$ cat src/rtl/uart_pkg.sv
// Shared definitions for the UART receive controller slice.
// Contents:
//   - ERR_W: width of the receiver error flags.
//   - rx_state_e: the controller FSM state encoding.
//   - Baud and parity code constants driven to the receiver.
//   - rx_frame_t: the byte/tag pair stored in each receive FIFO entry.
package uart_pkg;

    localparam int ERR_W = 3;

    typedef enum logic [1:0] {
        ST_IDLE   = 2'd0,
        ST_RECV   = 2'd1,
        ST_SETTLE = 2'd2,
        ST_COMMIT = 2'd3
    } rx_state_e;

    // Baud codes understood by the receiver
    localparam logic [1:0] BAUD_9600   = 2'b00;
    localparam logic [1:0] BAUD_19200  = 2'b01;
    localparam logic [1:0] BAUD_57600  = 2'b10;
    localparam logic [1:0] BAUD_115200 = 2'b11;

    // Parity codes understood by the receiver
    localparam logic [1:0] PAR_NONE = 2'b00;
    localparam logic [1:0] PAR_EVEN = 2'b01;
    localparam logic [1:0] PAR_ODD  = 2'b10;
    localparam logic [1:0] PAR_MARK = 2'b11;

    typedef struct packed {
        logic [7:0]       data;
        logic [ERR_W-1:0] err;
    } rx_frame_t;

endpackage

$ cat src/rtl/uart_rx_ctrl_if.sv
// Receive-byte output stream of the UART receive controller.
// Signals:
//   out_valid  FIFO head is valid
//   out_ready  consumer accepts the head when high together with out_valid
//   out_data   FIFO head byte
//   out_err    FIFO head error tag
// Modports:
//   master  producer side (the controller)
//   slave   consumer side
interface uart_rx_ctrl_if;
    import uart_pkg::*;

    logic             out_valid;
    logic             out_ready;
    logic [7:0]       out_data;
    logic [ERR_W-1:0] out_err;

    modport master (output out_valid, out_data, out_err, input  out_ready);
    modport slave  (input  out_valid, out_data, out_err, output out_ready);

endinterface

$ cat src/rtl/uart_rx_fifo.sv
// Receive FIFO for the UART receive controller.
// Ports:
//   clk, rst   clock, synchronous active-high reset
//   push_i     write wdata_i this cycle
//   wdata_i    frame to store
//   pop_i      consumer takes the head this cycle (ignored when empty)
//   rdata_o    head entry, zero when empty
//   valid_o    FIFO non-empty
//   count_o    occupancy, 0..DEPTH
//   drop_o     push refused because full with no simultaneous pop
// DEPTH must be a power of two so the pointers wrap by plain overflow.
module uart_rx_fifo
    import uart_pkg::*;
#(
    parameter int DEPTH = 4
) (
    input  logic                     clk,
    input  logic                     rst,
    input  logic                     push_i,
    input  rx_frame_t                wdata_i,
    input  logic                     pop_i,
    output rx_frame_t                rdata_o,
    output logic                     valid_o,
    output logic [$clog2(DEPTH):0]   count_o,
    output logic                     drop_o
);

    localparam int AW = $clog2(DEPTH);
    localparam int CW = AW + 1;

    rx_frame_t         mem_q [DEPTH];
    logic [AW-1:0]     wr_q, rd_q;
    logic [CW-1:0]     cnt_q;
    logic              full, do_pop, do_push;

    assign full    = (cnt_q == CW'(DEPTH));
    assign valid_o = (cnt_q != '0);
    assign do_pop  = pop_i & valid_o;
    // A pop in the same cycle frees the slot, so a full FIFO still accepts.
    assign do_push = push_i & (~full | do_pop);
    assign drop_o  = push_i & full & ~do_pop;

    always_ff @(posedge clk) begin
        if (rst) begin
            wr_q  <= '0;
            rd_q  <= '0;
            cnt_q <= '0;
        end else begin
            if (do_push) wr_q <= wr_q + 1'b1;
            if (do_pop)  rd_q <= rd_q + 1'b1;
            case ({do_push, do_pop})
                2'b10:   cnt_q <= cnt_q + 1'b1;
                2'b01:   cnt_q <= cnt_q - 1'b1;
                default: cnt_q <= cnt_q;
            endcase
        end
    end

    // Storage is not reset; the head is masked to zero while empty.
    always_ff @(posedge clk) begin
        if (do_push) mem_q[wr_q] <= wdata_i;
    end

    assign rdata_o = valid_o ? mem_q[rd_q] : '0;
    assign count_o = cnt_q;

endmodule

$ cat src/rtl/uart_rx_ctrl.sv
// UART receive controller: sequences deframed bytes from the receiver into a
// receive FIFO, tracks errored frames and overflow, and applies baud/parity
// configuration only between frames.
// Ports:
//   clk, rst      clock, synchronous active-high reset
//   cfg_wr        one-cycle strobe writing cfg_baud/cfg_parity
//   cfg_baud      requested baud code
//   cfg_parity    requested parity code
//   rx_active     receiver frame-in-progress flag
//   rx_done       receiver frame-done level (edge detected here)
//   rx_data       receiver deframed byte
//   rx_error      receiver error flags, nonzero = errored frame
//   baud_rate     applied baud code
//   parity_type   applied parity code
//   out_if        FIFO head stream (uart_rx_ctrl_if.master)
//   fifo_count    FIFO occupancy
//   overflow      sticky: a frame was lost to a full FIFO
//   err_cnt       saturating count of errored frames
//   cfg_pending   a config write awaits application
// Build option:
//   UART_RX_CTRL_DROP_ERR_EN  errored frames are counted but not stored;
//                             out_err is then always zero.
module uart_rx_ctrl
    import uart_pkg::*;
#(
    parameter int         DEPTH      = 4,
    parameter logic [1:0] DEF_BAUD   = BAUD_57600,
    parameter logic [1:0] DEF_PARITY = PAR_NONE
) (
    input  logic                     clk,
    input  logic                     rst,
    input  logic                     cfg_wr,
    input  logic [1:0]               cfg_baud,
    input  logic [1:0]               cfg_parity,
    input  logic                     rx_active,
    input  logic                     rx_done,
    input  logic [7:0]               rx_data,
    input  logic [ERR_W-1:0]         rx_error,
    output logic [1:0]               baud_rate,
    output logic [1:0]               parity_type,
    uart_rx_ctrl_if.master           out_if,
    output logic [$clog2(DEPTH):0]   fifo_count,
    output logic                     overflow,
    output logic [7:0]               err_cnt,
    output logic                     cfg_pending
);

    rx_state_e  state_q;
    logic       done_q;
    logic       done_rise;
    logic       commit;
    logic       frm_err;
    logic       push, pop, drop;
    logic       head_vld;
    rx_frame_t  wdata, head;

    logic [1:0] baud_q, par_q;
    logic [1:0] hold_baud_q, hold_par_q;
    logic       pend_q;
    logic       ovf_q;
    logic [7:0] err_cnt_q;

    assign done_rise = rx_done & ~done_q;
    assign commit    = (state_q == ST_COMMIT);
    assign frm_err   = |rx_error;

`ifdef UART_RX_CTRL_DROP_ERR_EN
    assign push  = commit & ~frm_err;
    assign wdata = '{data: rx_data, err: '0};
`else
    assign push  = commit;
    assign wdata = '{data: rx_data, err: rx_error};
`endif

    assign pop = head_vld & out_if.out_ready;

    uart_rx_fifo #(.DEPTH(DEPTH)) u_fifo (
        .clk     (clk),
        .rst     (rst),
        .push_i  (push),
        .wdata_i (wdata),
        .pop_i   (pop),
        .rdata_o (head),
        .valid_o (head_vld),
        .count_o (fifo_count),
        .drop_o  (drop)
    );

    // Frame sequencer. SETTLE gives the receiver's registered error flags one
    // cycle to settle before COMMIT samples them. A rising edge seen in IDLE
    // wins over rx_active so a short frame is never missed.
    always_ff @(posedge clk) begin
        if (rst) begin
            state_q <= ST_IDLE;
            done_q  <= 1'b0;
        end else begin
            done_q <= rx_done;
            case (state_q)
                ST_IDLE: begin
                    if (done_rise)      state_q <= ST_SETTLE;
                    else if (rx_active) state_q <= ST_RECV;
                end
                ST_RECV: begin
                    if (done_rise) state_q <= ST_SETTLE;
                end
                ST_SETTLE: state_q <= ST_COMMIT;
                ST_COMMIT: state_q <= ST_IDLE;
                default:   state_q <= ST_IDLE;
            endcase
        end
    end

    // Error counter and sticky overflow.
    always_ff @(posedge clk) begin
        if (rst) begin
            err_cnt_q <= '0;
            ovf_q     <= 1'b0;
        end else begin
            if (commit && frm_err && err_cnt_q != 8'hFF) err_cnt_q <= err_cnt_q + 8'd1;
            if (drop) ovf_q <= 1'b1;
        end
    end

    // Config is applied only while the receiver is between frames. COMMIT
    // always returns to IDLE, so the COMMIT edge is where held values land;
    // a write arriving in COMMIT itself is taken straight through.
    always_ff @(posedge clk) begin
        if (rst) begin
            baud_q      <= DEF_BAUD;
            par_q       <= DEF_PARITY;
            hold_baud_q <= DEF_BAUD;
            hold_par_q  <= DEF_PARITY;
            pend_q      <= 1'b0;
        end else if (state_q == ST_IDLE && (cfg_wr || pend_q)) begin
            baud_q <= cfg_wr ? cfg_baud   : hold_baud_q;
            par_q  <= cfg_wr ? cfg_parity : hold_par_q;
            pend_q <= 1'b0;
        end else if (commit && (cfg_wr || pend_q)) begin
            baud_q <= cfg_wr ? cfg_baud   : hold_baud_q;
            par_q  <= cfg_wr ? cfg_parity : hold_par_q;
            pend_q <= 1'b0;
        end else if (cfg_wr) begin
            hold_baud_q <= cfg_baud;
            hold_par_q  <= cfg_parity;
            pend_q      <= 1'b1;
        end
    end

    assign out_if.out_valid = head_vld;
    assign out_if.out_data  = head.data;
    assign out_if.out_err   = head.err;

    assign baud_rate   = baud_q;
    assign parity_type = par_q;
    assign cfg_pending = pend_q;
    assign overflow    = ovf_q;
    assign err_cnt     = err_cnt_q;

endmodule

$ cat src/flat_wrapper.sv
// flat-port wrapper written by rule: the top's interface ports become plain ports
module uart_rx_ctrl_flat import uart_pkg::*;
#(
    parameter int         DEPTH      = 4,
    parameter logic [1:0] DEF_BAUD   = BAUD_57600,
    parameter logic [1:0] DEF_PARITY = PAR_NONE
)
  (clk, rst, cfg_wr, cfg_baud, cfg_parity, rx_active, rx_done, rx_data, rx_error, baud_rate, parity_type, fifo_count, overflow, err_cnt, cfg_pending, out_if_out_valid, out_if_out_data, out_if_out_err, out_if_out_ready);
  uart_rx_ctrl_if out_if_i ();
  input  logic clk;
  input  logic rst;
  input  logic cfg_wr;
  input  logic [1:0] cfg_baud;
  input  logic [1:0] cfg_parity;
  input  logic rx_active;
  input  logic rx_done;
  input  logic [7:0] rx_data;
  input  logic [ERR_W-1:0] rx_error;
  output logic [1:0] baud_rate;
  output logic [1:0] parity_type;
  output logic [$clog2(DEPTH):0] fifo_count;
  output logic overflow;
  output logic [7:0] err_cnt;
  output logic cfg_pending;
  output wire logic [$bits(out_if_i.out_valid)-1:0] out_if_out_valid;
  output wire logic [$bits(out_if_i.out_data)-1:0] out_if_out_data;
  output wire logic [$bits(out_if_i.out_err)-1:0] out_if_out_err;
  input wire logic [$bits(out_if_i.out_ready)-1:0] out_if_out_ready;
  assign out_if_out_valid = out_if_i.out_valid;
  assign out_if_out_data = out_if_i.out_data;
  assign out_if_out_err = out_if_i.out_err;
  assign out_if_i.out_ready = out_if_out_ready;
  uart_rx_ctrl #(.DEPTH(DEPTH), .DEF_BAUD(DEF_BAUD), .DEF_PARITY(DEF_PARITY)) u_core (.clk(clk), .rst(rst), .cfg_wr(cfg_wr), .cfg_baud(cfg_baud), .cfg_parity(cfg_parity), .rx_active(rx_active), .rx_done(rx_done), .rx_data(rx_data), .rx_error(rx_error), .baud_rate(baud_rate), .parity_type(parity_type), .out_if(out_if_i), .fifo_count(fifo_count), .overflow(overflow), .err_cnt(err_cnt), .cfg_pending(cfg_pending));
endmodule
$ cat config.mk
export PLATFORM = sky130hd
export DESIGN_NAME = uart_rx_ctrl_flat
export DESIGN_NICKNAME = d
export VERILOG_FILES = /design/src/rtl/uart_pkg.sv /design/src/rtl/uart_rx_ctrl_if.sv /design/src/rtl/uart_rx_fifo.sv /design/src/rtl/uart_rx_ctrl.sv /design/src/flat_wrapper.sv
export SDC_FILE = /design/constraint.sdc
export NUM_CORES = 1
export LEC_CHECK = 0
export ABC_AREA = 1
export CELL_PAD_IN_SITES_DETAIL_PLACEMENT = 1
export CELL_PAD_IN_SITES_GLOBAL_PLACEMENT = 1
export CORE_MARGIN = 2
export CORE_UTILIZATION = 44
export CTS_CLUSTER_DIAMETER = 30
export DETAILED_ROUTE_END_ITERATION = 7
export PLACE_DENSITY = 0.94
export SLEW_MARGIN = 20
export SYNTH_ARGS = -nofsm -noshare
export SYNTH_HDL_FRONTEND = slang
export SYNTH_SLANG_ARGS = --single-unit
$ cat constraint.sdc
create_clock -name clk -period 5.1 [get_ports clk]
set_input_delay 1.275 -clock clk [delete_from_list [all_inputs] [get_ports clk]]
set_output_delay 1.275 -clock clk [all_outputs]
set_load 0.03 [all_outputs]
-- Word level (Yosys, flattened, before mapping)
Memory sizes are Yosys's and may differ from the RTL's. A register that Yosys moved wholly into a read port is not among the register bits.
Cells that the tools add are included.
- register bits: 28
- memory bits (writable): 44
- input bits: 21
- logic and storage cells: 68
- memories kept: 1
- memories (memory ; words ; bits a word ; read ports ; clocked after Yosys merged registers in ; wr ports ; line ; text):
    u_core.u_fifo.mem_q ; 4 ; 11 ; 1 ; 1 ; 1 ; uart_rx_fifo.sv:31 ; rx_frame_t mem_q [DEPTH];
- $add $sub $neg: 5
- eq/ne operators: 9
- muxes and demuxes: 16
- bitwise logic cells: 12
- reduce and logical (&&, ||, !) cells: 13
- operators by type and width (operator ; count):
    2-to-1 mux 2 bit ; 11
    2-to-1 mux 11 bit ; 1
    adder 8 x 1 -> 8 bit (second input constant) ; 1
    inequality test 8 bit (second input constant) ; 1
    one-hot mux 2 bit (4 select lines) ; 1
    AND 1 bit ; 6
    equality test 2 bit (second input constant) ; 3
    one-hot mux 3 bit (2 select lines) ; 1
    OR reduction 3 bit ; 2
    inverter 1 bit ; 5
    adder 2 x 1 -> 2 bit (second input constant) ; 2
    equality test 2 x 1 -> 1 bit (second input constant) ; 2
    logical AND 1 bit ; 4
    AND reduction 2 bit ; 2
    nonzero test 2 bit ; 2
    adder 3 x 1 -> 3 bit (second input constant) ; 1
    equality test 3 bit (second input constant) ; 1
    inequality test 3 x 2 -> 1 bit (second input constant) ; 1
    nonzero test 3 bit ; 1
    subtractor 3 x 1 -> 3 bit (second input constant) ; 1
    zero test 2 bit ; 1
    2-to-1 mux 1 bit ; 2
    inequality test 2 x 1 -> 1 bit (second input constant) ; 1
    logical OR 1 bit ; 1
    OR 1 bit ; 1

-- Logic depth before layout (Yosys ltp)
- depth after elaboration: 7
- gate-level depth with buffers: 10
- depth with buffers taken out: 10

-- Cells and area by module
Synthesis repeated with hierarchy kept, for this count alone.
- cells, all modules: 354
- area, all modules: 3298.2 um^2
- by module, submodules not included (module ; instances ; cells each ; area each (um^2) ; seq. area each (um^2)):
    uart_rx_fifo ; 1 ; 198 ; 2212.1 ; 1501.4
    uart_rx_ctrl ; 1 ; 156 ; 1086.0 ; 420.4

-- Worst setup path before layout
Ideal clock, no wire load.
- kind: register to output
- start point: register u_core.u_fifo.cnt_q[2], in the netlist u_core.u_fifo.count_o[2]
- end point: output port out_if_out_data[0]
- arrival time: 1.596 ns
- required time: 3.825 ns
- setup slack: 2.229 ns
- stages on the path, launching flop included: 6
- buffers on the path: 1
- cells stage by stage: dfxtp_1 > inv_1 > nand2_2 > inv_1 > clkbuf_1 > a21oi_1
- longest elaborated chain between the ends: 2
- RTL lines (element ; line ; text):
    start: declaration ; uart_rx_fifo.sv:33 ; logic [CW-1:0] cnt_q;
    start signal: assignment ; uart_rx_fifo.sv:52 ; 2'b10: cnt_q <= cnt_q + 1'b1;
    start signal: assignment ; uart_rx_fifo.sv:53 ; 2'b01: cnt_q <= cnt_q - 1'b1;
    start signal: assignment ; uart_rx_fifo.sv:54 ; default: cnt_q <= cnt_q;
    nonzero test 3 bit ; uart_rx_fifo.sv:37 ; assign valid_o = (cnt_q != '0);
    net out_if_out_valid ; flat_wrapper.sv:25 ; output wire logic [$bits(out_if_i.out_valid)-1:0] out_if_out_valid;
    2-to-1 mux 11 bit ; uart_rx_fifo.sv:64 ; assign rdata_o = valid_o ? mem_q[rd_q] : '0;
    end: declaration ; flat_wrapper.sv:26 ; output wire logic [$bits(out_if_i.out_data)-1:0] out_if_out_data;
The timed path passes the listed nets, and every way through them passes these cells.

==> out/qor.csv <==
stage,metric,value,unit
run_status,status,finished clean,
routing,drtPass1Iterations,4,
die,core_area,0.00718,sq mm
critical_path,rr_endpoint,u_core.u_fifo.mem_q[1][1],
clocking,insertion_delay,340,ps
timing,fin_worst_skew,5.35,ps
clocking,clockBufferDepth,2,
clocking,clockRootBuffer,clkbuf_8,
critical_path,crit_family,buffers and inverters,
synthesis,async_flop_share,0,%
timing,worst_pin_slew,1080,ps
die,die_h,89.8,um
cells_and_area,area_delta_synth_final,23.4,%
routing,post_drt_via_cell_ratio,5.01,
global_route,antenna_found_initial,0,
critical_path,crit_fanout,23,
critical_path,crit_buf_inv,2,
die,core.rowCount,31,
clocking,cts_tree,built,
global_route,grt_max_degree,24,
timing,finalHoldWorstSlack,453,ps
synthesis,synth_cells,344,
timing,min_period,4030,ps
routing,routed_wl,7.26,mm
timing,max-slew-margin-rel,27.5,%
die,initial_core_util,45.1,%
worst_hold_path,hold_depth,2,
cells_and_area,fill_cells,823,
placement,io_buffers,49,
synthesis,synth_top_area_share,40.8,%
synthesis,netlist_area,0.00324,sq mm
placement,hpwl,5.07,mm
power_and_ir_drop,max-vdd-ir-drop,0.000255,V
global_route,track_usage,18.9,%
clocking,path_clk_slew,80,ps
placement,place_congestion,0.808,
synthesis,ys_warn_count,0,
die,io_pins,50,
clocking,ctsHtreeMaxLevel,3,
critical_path,cpMaxStageDelayCell,dfxtp_1,
critical_path,crit_path_end_kind,output port,
critical_path,start_kind,flop,
cells_and_area,fin_nets,425,
synthesis,ys_ff_latch,74,
critical_path,crit_chain,"inv_1, o21ai_0, a21oi_1, clkdlybuf4s50_1",
cells_and_area,drive_above_1_share,6.53,%
critical_path,ff2ff_path_depth,3,
critical_path,path_class,reg2out,
synthesis,post_synth_num_cell_types,32,
synthesis,avgSynthCellArea,9.41,sq um
critical_path,reg2reg_from,u_core.state_q[0],
routing,drt-wirelength-per-cell,14.6,um
critical_path,rrSetupSlack,2920,ps
critical_path,arrival,2760,ps
routing,antenna_left,0,
cells_and_area,finalNonFillerCells,497,
routing,dr_total_vias,2492,
clocking,cts-resized-gates,0,
synthesis,yosysSeqAreaShare,59.4,%
die,die_w,89.8,um
timing,period_share,79.0,%
timing,clock.fmax,248,MHz
worst_hold_path,hp-start,u_core.hold_baud_q[0],
timing,rsz0062_at_grt,false,
synthesis,synthFlopType,edfxtp_1,
clocking,cts_setup_buffers,0,
synthesis,synth_area_leaders,"edfxtp_1, dfxtp_1, nor2_1",
synthesis,synth_nets,376,
timing,hold_viol,0,
critical_path,critPathMaxStageDelay,820,ps
timing,finalMaxSlewViolations,0,
global_route,grt_pass1_wl,12.2,mm
routing,post-route-drc-count,0,
placement,dpl.cell_count,481,
synthesis,yosysMostFrequentCell,nor2_1,
cells_and_area,diodes,0,
die,die_area,0.00806,sq mm
clocking,cts_sinks,74,
synthesis,synth_edf_count,44,
power_and_ir_drop,power-per-cell-area,502,mW/mm^2
clocking,cts_hold_repair.buffers,0,
global_route,globalRoute.totalOverflow,0,
synthesis,ys_top_cells_by_count,"nor2_1, edfxtp_1, nand2_1",
timing,fin_tns_setup,0,ps
run,cap_violations,0,
power_and_ir_drop,power,2.00,mW
worst_hold_path,worstHoldEndpoint,u_core.hold_baud_q[0],
clocking,cts_buffers,9,
routing,drt_iter0_drc,129,
synthesis,synth_top_cell_by_area,edfxtp_1,
global_route,first_global_vias,2510,
power_and_ir_drop,p_leak,1.48,nW
worst_hold_path,hold_path_class,reg2reg,
timing,setup_violations,0,
critical_path,crit_required,3830,ps
final cells by class:
type | instances | area, sq um | area share, %
tap | 99 | 124 | 3.10
clock inverter | 6 | 66.3 | 1.66
multi-input combinational | 221 | 1120 | 28.0
clock buffer | 10 | 128 | 3.19
inverter | 38 | 145 | 3.63
timing repair buffer | 49 | 490 | 12.3
sequential | 74 | 1920 | 48.1
power by group:
group | internal [mW] | leakage (nW) | switching [mW]
combinational | 0.285 | 0.747 | 0.501
sequential | 0.707 | 0.642 | 0.0619
clock | 0.227 | 0.0889 | 0.223
total | 1.22 | 1.48 | 0.786
flip-flops by register name, indices dropped and copies added, names as in the netlist, named ones only:
signal and flops:
u_core.baud_rate 2, u_core.cfg_pending 1, u_core.done_q 1, u_core.err_cnt 8
u_core.hold_baud_q 2, u_core.hold_par_q 2, u_core.overflow 1, u_core.parity_type 2
u_core.state_q 2, u_core.u_fifo.count_o 3, u_core.u_fifo.mem_q 44, u_core.u_fifo.rd_q 2
u_core.u_fifo.wr_q 2
layout by cell type (no fill, tap or decap), types with 2 or more instances in the layout:
cell             count
a21oi_1             30
clkbuf_8             9
clkdlybuf4s50_1     49
clkinvlp_4           3
dfxtp_1             30
edfxtp_1            44
ha_1                10
inv_1               35
nand2_1             42
nand3_1             11
nand3_2              2
nand4_1              2
nor2_1              68
nor2_2               2
o21ai_0             38
o21ai_1              2
xor2_1               2
logic make-up (layout without fill, tap and decap cells):
family	count (synthesis)	in the layout	share of synthesized area, %
simple gates	132	132	16.9
compound gates	74	74	12.1
flops	74	74	59.4
buf+inv	49	103	6.11
fa+ha+maj	11	11	4.48
xor+xnor	3	3	0.812
mux	1	1	0.309
worst min-delay path, cell delays in order, from the launching register on:
cell and delay (ps):
dfxtp_1 300, inv_1 60, a21oi_1 50
routing by layer:
layer,share of wire (%),vias up,GRT usage (%)
li1,-,1232,-
met1,46,1199,24.0
met2,50,50,32.5
met3,3.3,11,3.86
met4,1.4,0,6.54
met5,0,-,0
per-stage QoR:
step                      utilization (%)  setup slack (ps)  cell area (sq um)
final                                55.7              1070               4000
after CTS                            55.6              1050               3990
after global placement               52.9              1630               3800
after floorplan                         -              2230               3240
after detailed placement             52.9              1450               3800
after global routing                 55.7               838               4000
worst max-delay path by stage:
stage	slack [ps]	to	depth (start not counted)
after detailed placement	1450	out_if_out_data[2]	4
final	1070	out_if_out_data[2]	4
after floorplan	2230	out_if_out_data[0]	5
after CTS	1050	out_if_out_data[2]	4
after global placement	1630	out_if_out_data[2]	4
after global routing	840	out_if_out_data[2]	4
(Power assumes the default switching activity.)
